File: src/rtl/pulse_train_generator.sv
// Pulse train generator: N pulses of H high cycles separated by L low cycles,
// with a start/busy/done handshake. Define PULSE_TRAIN_ABORT_EN to add an abort input.
module pulse_train_generator #(
  parameter int unsigned HW = 4,
  parameter int unsigned LW = 4,
  parameter int unsigned NW = 4
) (
  input  logic          clk,
  input  logic          rst,
  input  logic          start,
  input  logic [HW-1:0] high_len,
  input  logic [LW-1:0] low_len,
  input  logic [NW-1:0] num_pulses,
`ifdef PULSE_TRAIN_ABORT_EN
  input  logic          abort,
`endif
  output logic          a,
  output logic          busy,
  output logic          done,
  output logic [NW-1:0] pulse_idx
);

  localparam int unsigned PW = (HW > LW) ? HW : LW;

  typedef enum logic [1:0] {S_IDLE, S_HIGH, S_LOW, S_DONE} state_t;

  state_t        r_state, w_state;
  logic [PW-1:0] r_cnt, w_cnt;
  logic [HW-1:0] r_high, w_high;
  logic [LW-1:0] r_low, w_low;
  logic [NW-1:0] r_num, w_num;
  logic [NW-1:0] r_idx, w_idx;
  logic          r_a, w_a;
  logic          r_busy, w_busy;
  logic          r_done, w_done;
  logic          w_abort;
  logic [HW-1:0] w_h_in;
  logic [LW-1:0] w_l_in;

`ifdef PULSE_TRAIN_ABORT_EN
  assign w_abort = abort;
`else
  assign w_abort = 1'b0;
`endif

  // Zero lengths behave as one cycle; stored lengths are therefore always >= 1.
  assign w_h_in = (high_len == '0) ? HW'(1) : high_len;
  assign w_l_in = (low_len == '0) ? LW'(1) : low_len;

  always_ff @(posedge clk or negedge rst) begin
    if (!rst) begin
      r_state <= S_IDLE;
      r_cnt   <= '0;
      r_high  <= '0;
      r_low   <= '0;
      r_num   <= '0;
      r_idx   <= '0;
      r_a     <= 1'b0;
      r_busy  <= 1'b0;
      r_done  <= 1'b0;
    end else begin
      r_state <= w_state;
      r_cnt   <= w_cnt;
      r_high  <= w_high;
      r_low   <= w_low;
      r_num   <= w_num;
      r_idx   <= w_idx;
      r_a     <= w_a;
      r_busy  <= w_busy;
      r_done  <= w_done;
    end
  end

  always_comb begin
    w_state = r_state;
    w_cnt   = r_cnt;
    w_high  = r_high;
    w_low   = r_low;
    w_num   = r_num;
    w_idx   = r_idx;
    w_a     = r_a;
    w_busy  = r_busy;
    w_done  = 1'b0;

    case (r_state)
      // DONE accepts a new start exactly like IDLE, allowing back-to-back trains.
      S_IDLE, S_DONE: begin
        w_state = S_IDLE;
        w_a     = 1'b0;
        w_busy  = 1'b0;
        w_idx   = '0;
        if (start) begin
          w_high = w_h_in;
          w_low  = w_l_in;
          w_num  = num_pulses;
          if (num_pulses != '0) begin
            w_state = S_HIGH;
            w_a     = 1'b1;
            w_busy  = 1'b1;
            w_cnt   = PW'(w_h_in - HW'(1));
          end else begin
            w_state = S_DONE;
            w_done  = 1'b1;
          end
        end
      end
      S_HIGH: begin
        if (r_cnt == '0) begin
          w_a = 1'b0;
          if (r_idx == NW'(r_num - NW'(1))) begin
            w_state = S_DONE;
            w_busy  = 1'b0;
            w_done  = 1'b1;
            w_idx   = '0;
          end else begin
            w_state = S_LOW;
            w_cnt   = PW'(r_low - LW'(1));
          end
        end else begin
          w_cnt = r_cnt - PW'(1);
        end
      end
      S_LOW: begin
        if (r_cnt == '0) begin
          w_state = S_HIGH;
          w_a     = 1'b1;
          w_idx   = r_idx + NW'(1);
          w_cnt   = PW'(r_high - HW'(1));
        end else begin
          w_cnt = r_cnt - PW'(1);
        end
      end
      default: begin
        w_state = S_IDLE;
        w_a     = 1'b0;
        w_busy  = 1'b0;
        w_idx   = '0;
      end
    endcase

    // Abort drops the train silently: no done strobe.
    if (w_abort && r_busy) begin
      w_state = S_IDLE;
      w_a     = 1'b0;
      w_busy  = 1'b0;
      w_done  = 1'b0;
      w_idx   = '0;
    end
  end

  assign a         = r_a;
  assign busy      = r_busy;
  assign done      = r_done;
  assign pulse_idx = r_idx;

endmodule

File: config.mk
export PLATFORM = sky130hd
export DESIGN_NAME = pulse_train_generator
export DESIGN_NICKNAME = d
export VERILOG_FILES = /design/src/rtl/pulse_train_generator.sv
export SDC_FILE = /design/constraint.sdc
export NUM_CORES = 1
export LEC_CHECK = 0
export CAP_MARGIN = 10
export CORE_MARGIN = 3
export CORE_UTILIZATION = 35
export CTS_CLUSTER_SIZE = 40
export DETAILED_ROUTE_END_ITERATION = 8
export GPL_TIMING_DRIVEN = 0
export PLACE_DENSITY = 0.65
export SYNTH_ARGS = -nofsm -noshare
export SYNTH_HDL_FRONTEND = slang
export SYNTH_SLANG_ARGS = --single-unit
File: constraint.sdc
create_clock -name clk -period 5 [get_ports clk]
set_clock_uncertainty 0.15 [all_clocks]
set_input_delay 0.5 -clock clk [delete_from_list [all_inputs] [get_ports clk]]
set_output_delay 0.5 -clock clk [all_outputs]
set_load 0.05 [all_outputs]
# ---- Yosys cells after proc, flatten, opt, wreduce, memory -nomap -nowiden
# Cells that the tools add are included.
dict set report op_classes {
  div_mod_pow 0
  n_mul 0
  shifts 0
  magnitude_cmp 0
  bitwise 0
  n_addsub 6
  eq_ne 10
  n_mux 31
  n_reduce_logical 12
}
# cell n
set op_table {}
lappend op_table {{$mux W4} 10}
lappend op_table {{$pmux W4 S3} 2}
lappend op_table {{$sub A4 B1 Y4 const B} 5}
lappend op_table {{$logic_not A4 Y1} 3}
lappend op_table {{$mux W1} 11}
lappend op_table {{$ne A2 B2 Y1 const B} 5}
lappend op_table {{$reduce_and A3 Y1} 3}
lappend op_table {{$mux W2} 4}
lappend op_table {{$pmux W2 S3} 1}
lappend op_table {{$add A4 B1 Y4 const B} 1}
lappend op_table {{$eq A2 B2 Y1 const B} 2}
lappend op_table {{$eq A4 B4 Y1} 1}
lappend op_table {{$pmux W1 S2} 2}
lappend op_table {{$reduce_and A2 Y1} 2}
lappend op_table {{$reduce_bool A4 Y1} 1}
lappend op_table {{$ne A3 B3 Y1 const B} 1}
lappend op_table {{$pmux W1 S3} 1}
lappend op_table {{$eq A2 B1 Y1 const B} 1}
lappend op_table {{$logic_not A2 Y1} 1}
lappend op_table {{$reduce_bool A2 Y1} 1}
lappend op_table {{$reduce_or A2 Y1} 1}
dict set report totals {
  latch_bits 0
  reg_bits 25
  mem_bits_ro 0
  n_memories 0
  ram_bits 0
}

# ---- Longest topological paths before layout
dict set report logic_depth {
  depth_word 6
  depth_mapped 9
}

# ---- Worst setup path after synthesis
# Ideal clock, no wire load.
dict set report synth_timing {
  kind {register to register}
  startpoint {register r_idx[3] (netlist: pulse_idx[3])}
  endpoint {register r_cnt[0]}
  stages_incl_launch_ff 7
  slack_ns 2.586
  arrival_time_ns 2.139
  t_required_ns 4.725
  path_buffers 1
  period_less_slack_ns 2.414
  path_cell_list {dfrtp_1 > xnor2_1 > xnor2_1 > or4_1 > buf_2 > o21ai_2 > mux2_2}
}
dict set report synth_between {
  elab_chain_len 3
}
# item line
set synth_rtl {}
lappend synth_rtl {{start: declaration} 32} ;# logic [NW-1:0] r_idx, w_idx;
lappend synth_rtl {{start signal: assignment} 67} ;# r_idx <= w_idx;
lappend synth_rtl {{$eq A4 B4 Y1} 110} ;# if (r_idx == NW'(r_num - NW'(1))) begin
lappend synth_rtl {{$ne A3 B3 Y1 (no line)} -}
lappend synth_rtl {{$reduce_and A3 Y1 (no line)} -}
lappend synth_rtl {{end signal: assignment} 63} ;# r_cnt <= w_cnt;
lappend synth_rtl {{end: declaration} 28} ;# logic [PW-1:0] r_cnt, w_cnt;
# No other way between the ends.
# A chain may end at the register's enable or synchronous reset.

# ---- Final worst setup path
dict set report layout_timing {
  startpoint {register r_state[0]}
  endpoint {register r_cnt[0]}
}
dict set report layout_between {
  elab_chain_len 4
}
# item line
set layout_rtl {}
lappend layout_rtl {{start: declaration} 27} ;# state_t r_state, w_state;
lappend layout_rtl {{start signal: assignment} 62} ;# r_state <= w_state;
lappend layout_rtl {{$eq A2 B2 Y1 or $logic_not A2 Y1 (tied branches)} 85} ;# case (r_state)
lappend layout_rtl {{$reduce_or A2 Y1} 85}
lappend layout_rtl {{$ne A2 B2 Y1 (no line)} -}
lappend layout_rtl {{$reduce_and A3 Y1 (no line)} -}
# Several ways; a longest one is shown, not always the timed one.

==> results.md <==
* Outcome: finished clean
* Syn avg cell area at 9.769 um2
* # DRC at 0
* Syn Nets at 180
* GRT Overall Usage at 13.41%
* Top fanout value on the critical path at 10
* Share of cells above drive strength 1 at roughly an eighth
* Aggregate routed wire length at slightly above 3000 um
* Via count of the first global-routing pass at ~1,300
* Vias per cell at approximately 5.3
* Final Slew Violations at 0
* Post-synth EDFFs at 0
* P_leak at 0.8156 nW
* CTS Buf Count at 3
* Post-route clock period utilization at 50.49%
* Hold Violations, Final at 0
* TNS Setup at 0 ns
* Die X at between 70 and 80 um
* Post-DR wirelength/cell at 13.43 um
* Count leader, synth: dfrtp_1
* Iteration-0 DRC Markers at 27
* Setup violators final at 0
* Achievable frequency at 396.2 MHz
* Largest family of logic cells by synthesized area: compound AO/OA/AOI/OAI gates
* Synth cell types at 39
* Max-slew headroom at a little over three fifths
* Worst setup path endpoint: r_cnt[0]
* Flop2flop setup slack at about 2.5 ns
* Fill count at between 300 and 400
* CTS tree: yes
* Crit. End Element: flop
* Finished Layout Cells at approximately 230
* Die height at approximately 72 um
* Nets at 207
* Clk pwr share at a little over a third
* Post-synthesis register bit count at 25
* Synthesis-to-finish area growth at 22.66%
* Vias at between 1,000 and 1,500
* Worst R2R End: r_cnt[0]
* Critical Path Start: r_state[0]
* Async SR Flop Fraction at between 90% and 100%
* Number of detailed-routing iterations run before antenna repair at 4
* Max clock buf depth at 2
* Register area share after synthesis at just over 40%
* Ports at 22
* Syn. warnings at 0
* Final hold slack at roughly 0.34 ns
* Synth top area share at 41.05%
* Area of the die at a little over 0.005 mm2
* PortBufs at 21
* First-pass GRT wire length at roughly 5600 um
* H-tree Lvls at 1
* Gate power share at about 6.5%
* Inst Count DP at around 230
* Unrepaired setup endpoints after global routing: false
* Worst skew pair latency at 0.27 ns
* Synth area leaders: dfrtp_1, mux2_2, ha_1, xnor2_1, inv_1
* Slew @ Worst Pin at ~0.56 ns
* Pin count of the biggest net entering global routing at 26
* Starting density of the core at 37.29%
* Synth top cells by count: dfrtp_1, inv_1, mux2_2, nand2_1, o21ai_0
* CP Launch Type: flop
* Seq pwr share at around 58%
* Post-synthesis simple-gate area fraction at about a tenth
* RD Place Congestion at between 0.8 and 0.9
* Post-synth top flop: dfrtp_1
* Total grt overflow at 0
* Mapped Cells at ~160
* Initial antenna violation count at 0
* CP required at just over 5 ns
* Sw frac at roughly 22%
* Reg clk slew, reported paths at roughly 0.09 ns
* R2R Path Start: r_state[0]
* Maxcap violations at 0
* CP arrival at ~2.6 ns
* Mux share of post-synthesis cell area at approximately 11%
* Dpl hpwl at between 2000 and 2500 um
* Internal power at 272.4 uW
* Cells on worst reg2reg path at 9
* Post-CTS Setup Bufs at 0
* Post-CTS resize count at 0
* Row count at 23
* Crit path kind: flop to flop
* Mapped Area at 0.001524 mm2
* Post-route ant nets at 0
* Max VDD drop at around 0.00012 V
* Synth Area in Adders at roughly 7.4%
* Cell taking the most area after synthesis: dfrtp_1
* P per Cell Area at 186.1 mW/mm2
* Post-Synth XOR/XNOR Area at 5.747%
* Hold crit path type: flop to flop
* Clock sinks at 25
* Compound-gate portion of the synthesized area at 18.06%
* CTS Hold Buffers Added at 0
* Net Switching at approximately 75 uW
* CORE AREA at between 0.004 and 0.005 mm2
* CTS root buffer: clkbuf_8
* ANT cells at 0
* Post-Route Utilization at 45.74%
* Clock period minus worst slack at about 2.5 ns
==> power groups by stage <==
stage                     sequential (mW)  combinational [mW]  clock [mW]
after floorplan                     0.206             0.00291           0
after global placement              0.206              0.0199           0
after detailed placement            0.206              0.0202           0
after CTS                           0.202              0.0203       0.126
after global routing                0.202              0.0251       0.136
final                               0.202              0.0225       0.123
==> worst min-delay path by stage <==
stage	start	endpoint	slack [ns]	depth (start not counted)
2_1_floorplan	rst	a	0.05	0
3_3_place_gp	a	a	0.32	2
3_5_place_dp	a	a	0.34	2
4_1_cts	a	a	0.36	2
5_1_grt	a	a	0.39	2
6_report	a	a	0.34	2
==> critical path: stages, from the launching register on <==
cell and delay (ns):
dfrtp_1 0.39, inv_1 0.08, ha_1 0.14, clkbuf_1 0.35, inv_1 0.22, a21oi_1 0.22
clkbuf_1 0.40, a22oi_1 0.17, o21ai_0 0.18, mux2_2 0.17
==> cells in the final DEF, fill, tap and decap left out, drive strengths merged <==
cell	n
xnor2	9
or3b	1
a31oi	1
nand4b	1
a21o	1
o311ai	2
nor3b	1
mux2	14
o41ai	1
a22oi	1
nand2b	1
o22a	1
mux2i	1
nand2	13
a2111oi	1
inv	17
o22ai	5
ha	9
a211o	1
o2111ai	1
a21oi	6
nand3	1
o31a	2
clkbuf	9
xor2	1
buf	2
clkdlybuf4s50	21
clkinv	1
dfrtp	25
a211oi	2
or2	1
o211ai	2
nor3	6
nor2	5
or4	2
o21ai	13
a221oi	1
==> layer usage <==
layer / track usage (%) / wire length, um / vias up
li1: - / - / 607
met1: 16.61 / 1465 / 603
met2: 22.96 / 1509 / 20
met3: 2.632 / 94 / 7
met4: 5.219 / 45 / 0
met5: 0 / 0 / -
==> cell families (layout without fill, tap and decap cells) <==
| logic type | Yosys count | count (layout) |
|---|---|---|
| muxes | 15 | 15 |
| and+or+nand+nor | 32 | 32 |
| xor gates and xnor gates | 10 | 10 |
| buffers and inverters | 24 | 50 |
| DFF | 25 | 25 |
| adders and majority gates | 9 | 9 |
| AOI/OAI and AO/OA | 41 | 41 |
==> sequential cells by signal (all words and copies together) (netlist names) <==
name / flops
r_num: 4
r_high: 4
pulse_idx: 4
a: 1
r_state: 2
r_cnt: 4
busy: 1
r_low: 4
done: 1
==> through the flow <==
stage / power [mW] / area (um2) / setup WS (ns)
after floorplan: 0.2090 / 1524 / 2.586
after global placement: 0.2259 / 1797 / 2.535
after detailed placement: 0.2262 / 1797 / 2.519
after CTS: 0.3485 / 1842 / 2.484
after global routing: 0.3628 / 1869 / 2.238
final: 0.3478 / 1869 / 2.476
==> cell type report <==
class	instances	area (um2)	area share (%)
clock buffer	4	45.04	2.410
timing repair buffer	22	237.7	12.72
inverter	18	67.56	3.614
sequential	25	625.6	33.47
multi-input combinational	107	807.0	43.17
buffer	6	23.77	1.272
tap	50	62.56	3.347
(Power assumes the default switching activity.)
